<file path="config.mk">
export PLATFORM = sky130hd
export DESIGN_NAME = significand_mul_seq
export DESIGN_NICKNAME = d
export VERILOG_FILES = /design/src/rtl/significand_mul_seq.sv
export SDC_FILE = /design/constraint.sdc
export NUM_CORES = 1
export LEC_CHECK = 0
export BUFFER_PORTS_ARGS = -buffer_cell sky130_fd_sc_hd__buf_4
export CORE_MARGIN = 3
export CORE_UTILIZATION = 40
export CTS_BUF_LIST = sky130_fd_sc_hd__clkbuf_4 sky130_fd_sc_hd__clkbuf_8
export CTS_CLUSTER_DIAMETER = 30
export DETAILED_ROUTE_END_ITERATION = 10
export HOLD_SLACK_MARGIN = 0.1
export PLACE_DENSITY = 0.68
export SLEW_MARGIN = 20
export SYNTH_ARGS = -nofsm -noshare
export SYNTH_HDL_FRONTEND = slang
export SYNTH_SLANG_ARGS = --single-unit
</file>
<file path="constraint.sdc">
create_clock -name CLK -period 6.6 [get_ports CLK]
set_input_delay 0.33 -clock CLK [delete_from_list [all_inputs] [get_ports CLK]]
set_output_delay 0.33 -clock CLK [all_outputs]
set_load 0.02 [all_outputs]
</file>
<file path="src/rtl/significand_mul_seq.sv">
// Sequential significand multiplier: radix-2 shift-add product,
// leading-zero normalisation and IEEE-style rounding of the fraction.
module significand_mul_seq #(
    parameter int MW = 24,
    localparam int SW = $clog2(2 * MW)
) (
    input  logic          CLK,
    input  logic          RST,
    input  logic          in_valid,
    output logic          in_ready,
    input  logic [MW-1:0] Mx,
    input  logic [MW-1:0] My,
    input  logic [1:0]    R_mode,
    input  logic          Sz,
    output logic          out_valid,
    input  logic          out_ready,
    output logic [MW-2:0] Mz,
    output logic          ovf,
    output logic [SW-1:0] SHL,
    output logic          Overflow_after_round,
    output logic          inexact,
    output logic          zero
);

    localparam int CW = $clog2(MW);
    localparam int PW = 2 * MW;

    typedef enum logic [2:0] {
        S_IDLE,
        S_MUL,
        S_NORM,
        S_ROUND,
        S_DONE
    } state_t;

    state_t          r_state;
    logic [MW-1:0]   r_a;
    logic [MW-1:0]   r_b;
    logic [PW-1:0]   r_prod;
    logic [CW-1:0]   r_cnt;
    logic [1:0]      r_rm;
    logic            r_sz;

    logic [MW-2:0]   r_frac;
    logic            r_g;
    logic            r_s;
    logic            r_nov;
    logic [SW-1:0]   r_nshl;
    logic            r_nzero;

    logic            r_in_ready;
    logic            r_out_valid;
    logic [MW-2:0]   r_mz;
    logic            r_ovf;
    logic [SW-1:0]   r_shl;
    logic            r_oar;
    logic            r_inx;
    logic            r_zero;

    logic [PW-1:0]   w_pp;
    logic [SW-1:0]   w_lz;
    logic [PW-3:0]   w_qn;
    logic            w_top;
    logic            w_pz;
    logic [MW-2:0]   w_frac;
    logic            w_g;
    logic            w_s;
    logic            w_inc;
    logic [MW-1:0]   w_sum;

    assign w_pp  = r_b[r_cnt] ? {{MW{1'b0}}, r_a} : '0;
    assign w_top = r_prod[PW-1];
    assign w_pz  = (r_prod == '0);
    assign w_qn  = r_prod[PW-3:0] << w_lz;

    // Leading zeros below the overflow bit; highest set bit wins.
    always_comb begin
        w_lz = '0;
        for (int i = 0; i < PW - 1; i++) begin
            if (r_prod[i]) w_lz = SW'(PW - 2 - i);
        end
    end

    // Pick fraction, guard and sticky from the raw or shifted product.
    always_comb begin
        if (w_top) begin
            w_frac = r_prod[PW-2:MW];
            w_g    = r_prod[MW-1];
            w_s    = |r_prod[MW-2:0];
        end else begin
            w_frac = w_qn[PW-3:MW-1];
            w_g    = w_qn[MW-2];
            w_s    = |w_qn[MW-3:0];
        end
    end

    // Rounding increment decision for the captured mode and sign.
    always_comb begin
        w_inc = 1'b0;
        unique case (r_rm)
            2'b00: w_inc = r_g & (r_s | r_frac[0]);
            2'b01: w_inc = 1'b0;
            2'b10: w_inc = (r_g | r_s) & ~r_sz;
            2'b11: w_inc = (r_g | r_s) & r_sz;
            default: w_inc = 1'b0;
        endcase
        w_sum = {1'b0, r_frac} + {{(MW-1){1'b0}}, w_inc};
    end

    // Control FSM with datapath registers and registered outputs.
    always_ff @(posedge CLK or posedge RST) begin
        if (RST) begin
            r_state     <= S_IDLE;
            r_a         <= '0;
            r_b         <= '0;
            r_prod      <= '0;
            r_cnt       <= '0;
            r_rm        <= '0;
            r_sz        <= 1'b0;
            r_frac      <= '0;
            r_g         <= 1'b0;
            r_s         <= 1'b0;
            r_nov       <= 1'b0;
            r_nshl      <= '0;
            r_nzero     <= 1'b0;
            r_in_ready  <= 1'b1;
            r_out_valid <= 1'b0;
            r_mz        <= '0;
            r_ovf       <= 1'b0;
            r_shl       <= '0;
            r_oar       <= 1'b0;
            r_inx       <= 1'b0;
            r_zero      <= 1'b0;
        end else begin
            unique case (r_state)
                S_IDLE: begin
                    if (in_valid) begin
                        r_a        <= Mx;
                        r_b        <= My;
                        r_rm       <= R_mode;
                        r_sz       <= Sz;
                        r_prod     <= '0;
                        r_cnt      <= CW'(MW - 1);
                        r_in_ready <= 1'b0;
                        r_state    <= S_MUL;
                    end
                end
                S_MUL: begin
                    r_prod <= {r_prod[PW-2:0], 1'b0} + w_pp;
                    if (r_cnt == '0) begin
                        r_state <= S_NORM;
                    end else begin
                        r_cnt <= r_cnt - 1'b1;
                    end
                end
                S_NORM: begin
                    r_frac  <= w_frac;
                    r_g     <= w_g;
                    r_s     <= w_s;
                    r_nov   <= w_top;
                    r_nshl  <= w_top ? '0 : w_lz;
                    r_nzero <= w_pz;
                    r_state <= S_ROUND;
                end
                S_ROUND: begin
                    r_mz        <= w_sum[MW-1] ? '0 : w_sum[MW-2:0];
                    r_oar       <= w_sum[MW-1];
                    r_inx       <= r_g | r_s;
                    r_ovf       <= r_nov;
                    r_shl       <= r_nshl;
                    r_zero      <= r_nzero;
                    r_out_valid <= 1'b1;
                    r_state     <= S_DONE;
                end
                S_DONE: begin
                    if (out_ready) begin
                        r_out_valid <= 1'b0;
                        r_in_ready  <= 1'b1;
                        r_state     <= S_IDLE;
                    end
                end
                default: begin
                    r_in_ready  <= 1'b1;
                    r_out_valid <= 1'b0;
                    r_state     <= S_IDLE;
                end
            endcase
        end
    end

    assign in_ready             = r_in_ready;
    assign out_valid            = r_out_valid;
    assign Mz                   = r_mz;
    assign ovf                  = r_ovf;
    assign SHL                  = r_shl;
    assign Overflow_after_round = r_oar;
    assign inexact              = r_inx;
    assign zero                 = r_zero;

endmodule

</file>
==> results.toml <==
[timing]
slew_headroom_pct = 30.0
max_freq_mhz = 183
timing_worst_slew_pin_value_ns = 1.04
setup_viol = 0
rsz0062_at_grt = "no"
timing_max_transition_violations_final = 0
min_period_over_period_pct = 82.8
hold_viol_final = 0
setup_ws_ns = 1.13
worst_clock_skew_ns = 0.0226
final.setup.tns_ns = 0
timing.final.crit_period_ns = 5.47

[logic_synthesis]
synth_top_cells_by_area = "sky130_fd_sc_hd__dfrtp_1, sky130_fd_sc_hd__nand2_1, sky130_fd_sc_hd__mux2i_1, sky130_fd_sc_hd__o21ai_0, sky130_fd_sc_hd__nor2_1"
yosys_register_bits = 175
ys.warnings.count = 0
yosys.area.top_type = "sky130_fd_sc_hd__dfrtp_1"
synth.avg_cell_area_sq_um = 8.31
ys_dominant_reg_cell = "sky130_fd_sc_hd__dfrtp_1"
synth_top_cell_area_share_pct = 35.9
syn_inst_count = 1459
synth.distinct_cells = 72
synth-edff-count = 0
seq_area_frac_synth_pct = 36.1
async_set_or_reset_flop_fraction_in_the_synthesized_netlist_pct = 100
syn-num-nets = 1542
synthesis.area_sq_mm = 0.0121

[clock_tree]
cts.root.buffer_cell = "sky130_fd_sc_hd__clkbuf_8"
cts_sinks = 175
cts_post_setup_buffers_inserted = 0
tritoncts.num_buffers = 17
htreeDepth = 4
clkLatencyLatePin_ns = 0.47
cts-root-to-sink-buffers = 2
cts.reportedPaths.clkPinSlew_ns = 0.12
tritoncts = "done"

[die]
die_footprint_sq_mm = 0.0324
floorplan.die.height_um = 180
placeable_core_area_sq_mm = 0.0298
io_pins = 90
row_count = 63
floorplan.initialDensity_pct = 40.7
die-width_um = 180

[global_routing]
global_route.usage.met3_pct = 3.73
global_routing_usage_summed_across_all_routing_layers_pct = 21.2
gr-usage-met1_pct = 29.1
grt_max_degree = 100
grt_first_pass_wirelength_um = 56800
grt-busiest-layer = "met2"
via_count_of_the_first_global_routing_pass = 10700
use_met2_pct = 33.6
global_route.overflow_total = 0
grt_antenna_before_repair = 0

[detailed_routing]
routed_wl_um = 34900
vias = 10900
detail_route.first_pass.iterations = 7
routed_wire_length_per_instance_um = 18.1
post-route-drc-count = 0
antenna_left = 0
detailedRoute.firstIterationViolations = 851
post_drt_via_cell_ratio = 5.66

[layout]
area_added_between_synthesis_and_finish_pct = 15.0
finish.utilization_pct = 46.8
final_layout_size_suffix_gt1_share_pct = 12.9
antenna_cells = 0
commonest_cells_after_routing_fill_and_taps_aside = "sky130_fd_sc_hd__nand2_1, sky130_fd_sc_hd__dfrtp_1, sky130_fd_sc_hd__buf_4"
leading_cell_type_in_the_layout_fill_and_taps_excluded = "sky130_fd_sc_hd__nand2_1"
layout.nets = 1610

[worst_setup_path]
worst-r2r-cell-count = 22
worstSetupPathType = "register to register"
arrival_worst_endpoint_ns = 5.79
sort_of_element_at_the_start_of_the_critical_path = "register"
crit_path_max_fanout = 24
cp-end-kind = "register"
critPathRequiredTime_ns = 6.92

[place]
detailed_place_hpwl_um = 24700
port_buffers = 89
dp_slack_ns = 1.14
gpl.final_weighted_congestion = 0.960

[status]
outcome = "finished, final reports clean"

[worst_hold_path]
holdPathStages = 3
timing.hold.worst.class = "primary input to register"

[job]
cap_viol_max_count = 0
[repair_timing]
item / 4_1_cts / 5_1_grt
endpoints found under the hold margin: 139 / 0
gates resized for setup: 0 / 0
hold buffers: 52 / 0
setup endpoints to repair: 0 / 0
[synthesized netlist by cell type (3+ instances only)]
cell type / n
sky130_fd_sc_hd__a31o_2: 3
sky130_fd_sc_hd__and2_1: 7
sky130_fd_sc_hd__nor2_1: 105
sky130_fd_sc_hd__a21o_1: 6
sky130_fd_sc_hd__o31ai_1: 3
sky130_fd_sc_hd__o21a_1: 9
sky130_fd_sc_hd__nand2_1: 302
sky130_fd_sc_hd__or4_1: 7
sky130_fd_sc_hd__buf_4: 4
sky130_fd_sc_hd__a221oi_1: 12
sky130_fd_sc_hd__buf_1: 11
sky130_fd_sc_hd__a31oi_1: 9
sky130_fd_sc_hd__mux2i_1: 99
sky130_fd_sc_hd__nand4_1: 7
sky130_fd_sc_hd__xor2_1: 22
sky130_fd_sc_hd__o211ai_1: 11
sky130_fd_sc_hd__mux4_2: 12
sky130_fd_sc_hd__a221o_1: 3
sky130_fd_sc_hd__o21ai_0: 107
sky130_fd_sc_hd__a22oi_1: 4
sky130_fd_sc_hd__nor3_1: 35
sky130_fd_sc_hd__and3_1: 17
sky130_fd_sc_hd__nor4_1: 15
sky130_fd_sc_hd__a211oi_1: 10
sky130_fd_sc_hd__o21ai_1: 13
sky130_fd_sc_hd__inv_2: 3
sky130_fd_sc_hd__mux2_2: 23
sky130_fd_sc_hd__clkbuf_1: 81
sky130_fd_sc_hd__nand2b_1: 9
sky130_fd_sc_hd__inv_1: 38
sky130_fd_sc_hd__nor2b_1: 30
sky130_fd_sc_hd__or3_1: 7
sky130_fd_sc_hd__buf_2: 14
sky130_fd_sc_hd__a22o_1: 10
sky130_fd_sc_hd__o2111ai_1: 4
sky130_fd_sc_hd__o21bai_1: 8
sky130_fd_sc_hd__nand3_1: 30
sky130_fd_sc_hd__ha_1: 27
sky130_fd_sc_hd__o211a_1: 3
sky130_fd_sc_hd__dfrtp_1: 174
sky130_fd_sc_hd__o221ai_1: 13
sky130_fd_sc_hd__o22ai_1: 15
sky130_fd_sc_hd__xnor2_1: 45
sky130_fd_sc_hd__a21oi_1: 57
sky130_fd_sc_hd__mux2_1: 3
[stage by stage]
stage	std cells	hold WS, ns	instance area (sq um)
2_1_floorplan	1459	0.435	12100
5_1_grt	1929	0.136	13900
3_5_place_dp	1845	0.457	13000
6_report	1929	0.141	13900
4_1_cts	1928	0.112	13900
3_3_place_gp	1845	0.453	13000
[registers in the layout, indices dropped and copies added, names as in the netlist, 2 cells and up]
| signal | count |
|---|---|
| r_nshl | 6 |
| r_b | 24 |
| r_frac | 23 |
| r_cnt | 5 |
| r_state | 3 |
| Mz | 23 |
| r_a | 24 |
| SHL | 6 |
| r_rm | 2 |
| r_prod | 48 |
[per-layer routing]
metal | vias to the layer above | wire, um
li1 | 5250 | -
met1 | 5228 | 15500
met2 | 381 | 16000
met3 | 60 | 2180
met4 | 0 | 1110
met5 | - | 0
[cell families after synthesis]
logic type | share of synthesized area (%)
compound gates | 17.1
buf+inv | 5.13
xor+xnor | 4.84
mux | 12.8
simple gates | 21.1
flops | 36.1
fa+ha+maj | 2.95
[area by class of cell]
type,instances,area (sq um)
clock buffer,18,248
timing repair buffer,161,1360
tap,390,488
multi-input combinational,1131,7160
clock inverter,13,144
fill,2902,15900
sequential,175,4380
inverter,41,159
[worst max-delay path, cell delays in order, from the launching register on]
cell and delay (ns):
sky130_fd_sc_hd__dfrtp_1 0.65, sky130_fd_sc_hd__mux4_2 0.55, sky130_fd_sc_hd__and2_1 0.16, sky130_fd_sc_hd__a211oi_1 0.21, sky130_fd_sc_hd__a211oi_1 0.09, sky130_fd_sc_hd__a21oi_2 0.11, sky130_fd_sc_hd__buf_4 0.27, sky130_fd_sc_hd__nor2b_1 0.09
sky130_fd_sc_hd__ha_1 0.22, sky130_fd_sc_hd__fa_1 0.40, sky130_fd_sc_hd__a21o_1 0.17, sky130_fd_sc_hd__a21oi_1 0.28, sky130_fd_sc_hd__o21ai_1 0.14, sky130_fd_sc_hd__a31oi_1 0.22, sky130_fd_sc_hd__o211ai_1 0.10, sky130_fd_sc_hd__a31oi_1 0.32
sky130_fd_sc_hd__o21bai_1 0.15, sky130_fd_sc_hd__a2111o_1 0.46, sky130_fd_sc_hd__a31oi_1 0.15, sky130_fd_sc_hd__buf_4 0.22, sky130_fd_sc_hd__nor2_1 0.08, sky130_fd_sc_hd__xnor2_1 0.15, sky130_fd_sc_hd__o21ai_0 0.10
[final timing paths]
kind                           start          to  slack (ns)
max                         r_cnt[0]  r_prod[27]        1.13
min                        out_ready  r_state[2]        0.14
max reg2reg                 r_cnt[0]  r_prod[27]        1.13
min reg2reg                   r_a[9]      r_a[9]        0.48
max in group asynchronous        RST  r_prod[18]        4.44
min in group asynchronous        RST      Mz[20]        0.60
Power is left out: the tool's default activity adds up to more than one toggle a clock period on the data nets, which glitch-free logic cannot reach.
